File: config.mk
export PLATFORM = sky130hd
export DESIGN_NAME = rv_arb_mux_nxw
export DESIGN_NICKNAME = d
export VERILOG_FILES = /design/src/rtl/rv_arb_pkg.sv /design/src/rtl/rv_rr_arbiter.sv /design/src/rtl/rv_arb_mux_nxw.sv
export SDC_FILE = /design/constraint.sdc
export NUM_CORES = 1
export LEC_CHECK = 0
export BUFFER_PORTS_ARGS = -buffer_cell sky130_fd_sc_hd__buf_2
export CORE_MARGIN = 1
export CORE_UTILIZATION = 56
export DETAILED_ROUTE_END_ITERATION = 16
export HOLD_SLACK_MARGIN = 0.15
export PLACE_DENSITY_LB_ADDON = 0.15
export SETUP_SLACK_MARGIN = 0.4
export SLEW_MARGIN = 10
export SYNTH_ARGS = -nofsm -noshare
export SYNTH_HDL_FRONTEND = slang
export SYNTH_SLANG_ARGS = --single-unit
export TNS_END_PERCENT = 100
File: constraint.sdc
create_clock -name clk_in -period 8.75 [get_ports clk_in]
set_input_delay 0.4375 -clock clk_in [delete_from_list [all_inputs] [get_ports clk_in]]
set_output_delay 0.4375 -clock clk_in [all_outputs]
set_load 0.01 [all_outputs]
File: src/rtl/rv_arb_pkg.sv
// Round-robin helpers shared by the arbiters; combinational only, no state or backpressure here.
// Functions take the source count at run time so one copy serves any N up to MAX_N.
package rv_arb_pkg;

  localparam int MAX_N = 32;

  typedef struct packed {
    logic        found;
    logic [31:0] idx;
  } rr_pick_t;

  // Successor of idx in a ring of n entries; wraps at n, not at a power of two.
  function automatic int next_idx(input int idx, input int n);
    return (idx == n - 1) ? 0 : idx + 1;
  endfunction

  // First valid index scanning ptr, ptr+1, ... n-1, 0, ... ptr-1.
  function automatic rr_pick_t rr_pick(input logic [MAX_N-1:0] valid, input int ptr, input int n);
    rr_pick_t r;
    int       cand;
    r    = '0;
    cand = ptr;
    for (int k = 0; k < MAX_N; k++) begin
      if (k < n) begin
        if (!r.found && valid[cand]) begin
          r.found = 1'b1;
          r.idx   = cand;
        end
        cand = next_idx(cand, n);
      end
    end
    return r;
  endfunction

endpackage

File: src/rtl/rv_rr_arbiter.sv
// Round-robin arbiter: combinational grant from the current pointer, pointer advances past the winner.
// Zero latency on grant; the pointer only moves when the caller reports a transfer via advance.
module rv_rr_arbiter
  import rv_arb_pkg::*;
#(
  parameter int N = 5,
  parameter int S = $clog2(N)
) (
  input  logic         clk,
  input  logic         rst,
  input  logic [N-1:0] valid,
  input  logic         advance,
  output logic [N-1:0] grant,
  output logic [S-1:0] grant_idx,
  output logic         found
);

  logic [S-1:0] ptr;
  rr_pick_t     pick;

  always_comb begin
    pick      = rr_pick(MAX_N'(valid), int'(ptr), N);
    found     = pick.found;
    grant_idx = S'(pick.idx);
    grant     = pick.found ? (N'(1) << grant_idx) : '0;
  end

  always_ff @(posedge clk) begin
    if (rst) begin
      ptr <= '0;
    end else if (advance) begin
      ptr <= S'(next_idx(int'(grant_idx), N));
    end
  end

endmodule

File: src/rtl/rv_arb_mux_nxw.sv
// N-to-1 round-robin mux onto one registered channel tagged with the source index; 1-cycle latency.
// Backpressure: a full output register with out_ready_in low blocks every source; drain and reload may share a cycle.
module rv_arb_mux_nxw #(
  parameter int WIDTH = 8,
  parameter int N     = 5,
  parameter int S     = $clog2(N)
) (
  input  logic                    clk_in,
  input  logic                    rst_in,
  input  logic [N-1:0]            req_valid_in,
  input  logic [N-1:0][WIDTH-1:0] req_data_in,
  output logic [N-1:0]            req_ready_out,
  output logic                    out_valid_out,
  output logic [WIDTH-1:0]        out_data_out,
  output logic [S-1:0]            out_sel_out,
  input  logic                    out_ready_in
);

  logic         ld;
  logic         advance;
  logic         found;
  logic [N-1:0] grant;
  logic [S-1:0] grant_idx;

  assign ld      = !out_valid_out || out_ready_in;
  // Held in reset, no source may see ready, so nothing is accepted and then lost.
  assign advance = found && ld && !rst_in;

  rv_rr_arbiter #(
    .N(N),
    .S(S)
  ) u_arb (
    .clk      (clk_in),
    .rst      (rst_in),
    .valid    (req_valid_in),
    .advance  (advance),
    .grant    (grant),
    .grant_idx(grant_idx),
    .found    (found)
  );

  assign req_ready_out = advance ? grant : '0;

  always_ff @(posedge clk_in) begin
    if (rst_in) begin
      out_valid_out <= 1'b0;
      out_data_out  <= '0;
      out_sel_out   <= '0;
    end else if (advance) begin
      out_valid_out <= 1'b1;
      out_data_out  <= req_data_in[grant_idx];
      out_sel_out   <= grant_idx;
    end else if (ld) begin
      out_valid_out <= 1'b0;
    end
  end

endmodule

==> impl_metrics.ini <==
[run_status]
status = completed

[grt]
gr-total-overflow = 0
grt_usage_pct = 28.7
antenna_found_initial = 0
grt_pass1_wl_um = 9270
grt_max_degree = 21
grt_pass1_vias = 2016

[synthesis]
synth_area_leader_cell = dfxtp_1
ys_async_sr_fraction_pct = 0
syn_area_um2 = 2060
synth_edf_count = 0
yosys-top-cells-area = dfxtp_1 (15%), mux2i_1 (14%), ha_1 (6.1%)
syn_nets = 308
yosys_register_bits = 15
synth_top_flop_cell = dfxtp_1
synth_top_area_share_pct = 14.6
syn_avg_cell_area_um2 = 8.24
ys_seq_area_share_pct = 14.6
ys_types = 68
syn_inst = 250
yosysWarnings = 0

[setup_path]
worstSetupPathType = reg -> out
r2r-start = u_arb.ptr[0]
cp.arrival_ns = 5.75
cp-start-kind = flip-flop
worstSetupEndpointType = output pin
critPathRequiredTime_ns = 8.31
r2r_setup_slack_ns = 3.06
rr_worst_depth = 18
worstPathMaxFanout = 15
reg2reg_to = u_arb.ptr[2]

[placed_design]
post-place-ws_ns = 2.94
dp_cells = 346
globalplace.congestion = 0.944
numPortBuffers = 64
place_hpwl_um = 4210

[floorplanning]
coreArea_um2 = 3440
die_w_um = 62.7
die_h_um = 62.7
initial_utilization_pct = 59.9
fp.dieArea_um2 = 3930
io_pins = 65
rows = 21

[layout]
fin_cells = 350
syn2layout_area_growth_pct = 17.1
diodes = 0
filler_cell_count = 324
num-nets-final = 363
drive_gt1_share_pct = 28.6
utilization_pct = 70.1

[clock_tree]
cts.clk_slew.worst_paths_ns = 0.06
cts_setup_buffers = 0
worst_skew_pair.late_latency_ns = 0.25
clk_path_buf_depth = 2
numCtsBuffers = 3
cts_root_buf = clkbuf_8
hold_buffers = 0
cts_tree = built
cts_resized = 0
cts.sinks = 15
htreeDepth = 1

[min_path]
min_to = out_data_out[6]
min_path_type = in -> reg
min_path_cells = 3
hp-start = req_data_in[38]

[flow_run]
drv_cap = 0

[timing]
slew_viol_final = 0
fin_worst_skew_ns = 0.00405
hold_viol_final = 0
rsz0062_at_grt = false
worst_slew_pin_slew_ns = 0.926
period_needed_ns = 6.18
finalSetupViolations = 0
max_freq_mhz = 162
slew_headroom_pct = 37.7
fin_ws_ns = 2.57
setup_tns_ns = 0
fin_crit_sh_pct = 70.7

[drt]
ant_nets = 0
num_vias = 2182
detail_route.first_pass.iterations = 4
post_drt_wl_per_cell_um = 15.4
drt_iter0_markers = 174
drc = 0
wl_um = 5400
viasPerCell = 6.23

[power_and_ir_drop]
power_mw = 0.892
ir_worst_vdd_mv = 0.291
powerDensity_nw_per_um2 = 370
p_leak_nw = 1.05
[critical path, cell delays in order, from the launching register on]
cell	delay, ns
dfxtp_1	0.63
ha_1	0.55
nor2b_1	0.47
o21a_1	0.45
nor2_1	0.14
inv_1	0.17
ha_1	0.23
o2111a_1	0.30
nor4b_1	0.44
nor2_1	0.17
a31oi_1	0.34
nor4b_4	0.10
or2_2	0.33
a311oi_2	0.41
inv_1	0.14
ha_1	0.21
ha_1	0.16
and2_1	0.12
buf_2	0.14
[placed cells by master, fill, tap and decap left out, types with 7 or more instances in the layout]
master / n
buf_2: 64
inv_1: 14
dfxtp_1: 15
a22oi_1: 8
nand2b_1: 7
mux2i_1: 27
ha_1: 10
o21ai_0: 10
a21oi_1: 9
nand2_1: 14
nor2_1: 15
o221ai_1: 8
[cells in the mapped netlist (2+ instances only)]
| cell | count |
|---|---|
| o31a_1 | 2 |
| a21o_1 | 3 |
| a221oi_1 | 2 |
| mux2_2 | 2 |
| o221ai_1 | 8 |
| o21ai_1 | 2 |
| a31oi_1 | 2 |
| a211oi_1 | 2 |
| nand2b_1 | 7 |
| clkbuf_1 | 2 |
| nor3b_1 | 2 |
| o21a_1 | 2 |
| nor3_1 | 6 |
| nand2_1 | 14 |
| a311o_1 | 2 |
| ha_1 | 10 |
| nor2b_1 | 4 |
| a211o_1 | 2 |
| or3_1 | 2 |
| a21oi_2 | 2 |
| a21boi_0 | 2 |
| xnor2_1 | 2 |
| and2_1 | 6 |
| nor2_1 | 15 |
| buf_2 | 9 |
| mux2i_1 | 28 |
| o21ai_0 | 10 |
| buf_4 | 2 |
| a21oi_1 | 9 |
| nor4_1 | 3 |
| nand3_1 | 6 |
| a22oi_1 | 8 |
| inv_1 | 14 |
| and3_1 | 3 |
| nor4b_1 | 2 |
| a32o_1 | 3 |
| o211ai_1 | 5 |
| dfxtp_1 | 15 |
[kinds of logic (layout without fill, tap and decap cells)]
group                    after synthesis  in the layout  share of synthesized area [%]
XOR/XNOR                               3              3                           2.00
adder cells (fa/ha/maj)               10             10                           6.07
multiplexers                          31             31                           15.8
AO/OA/AOI/OAI                         84             84                           33.8
flip-flops                            15             15                           14.6
AND/OR/NAND/NOR                       78             78                           21.3
buffers and inverters                 29             83                           6.56
[flip-flops by register name, indices dropped and copies added (netlist names)]
| signal | count |
|---|---|
| out_data_out | 8 |
| out_sel_out | 3 |
| u_arb.ptr | 3 |
| out_valid_out | 1 |
[through the flow]
| stage | hold slack (ns) | area (µm²) |
|---|---|---|
| final | 0.427 | 2410 |
| after global routing | 0.435 | 2410 |
| after CTS | 0.425 | 2410 |
| after detailed placement | 0.444 | 2370 |
| after global placement | 0.426 | 2370 |
| after floorplan | 0.467 | 2060 |
[cell type report]
cell class,instances,area (µm²),area share [%]
clock buffers,4,45.0,1.87
inverters,14,52.6,2.18
multi-input cells,206,1630,67.5
flip-flops and latches,15,300,12.4
well taps,46,57.6,2.39
repair buffers,65,328,13.6
[power by group]
group / leakage [nW] / internal (mW) / switching (mW) / total [mW]
clock: 0.0228 / 0.0323 / 0.0244 / 0.0567
combinational: 0.902 / 0.312 / 0.406 / 0.718
sequential: 0.124 / 0.0947 / 0.0224 / 0.117
[layer usage]
layer	GRT usage [%]	share of wire, %	vias to the layer above
met5	0	0	-
met4	5.81	1.1	0
met3	4.38	5.0	6
met2	48.5	48	60
met1	38.4	46	1042
li1	-	-	1074
[worst max path at each step]
stage            startpoint                to  slack (ns)
2_1_floorplan  u_arb.ptr[0]  req_ready_out[0]        3.85
6_report       u_arb.ptr[0]  req_ready_out[3]        2.57
5_1_grt        u_arb.ptr[0]  req_ready_out[3]        2.04
3_5_place_dp   u_arb.ptr[0]  req_ready_out[3]        2.94
3_3_place_gp   u_arb.ptr[1]  req_ready_out[3]        3.10
4_1_cts        u_arb.ptr[0]  req_ready_out[3]        2.67
Power figures use the tool's default switching activity.
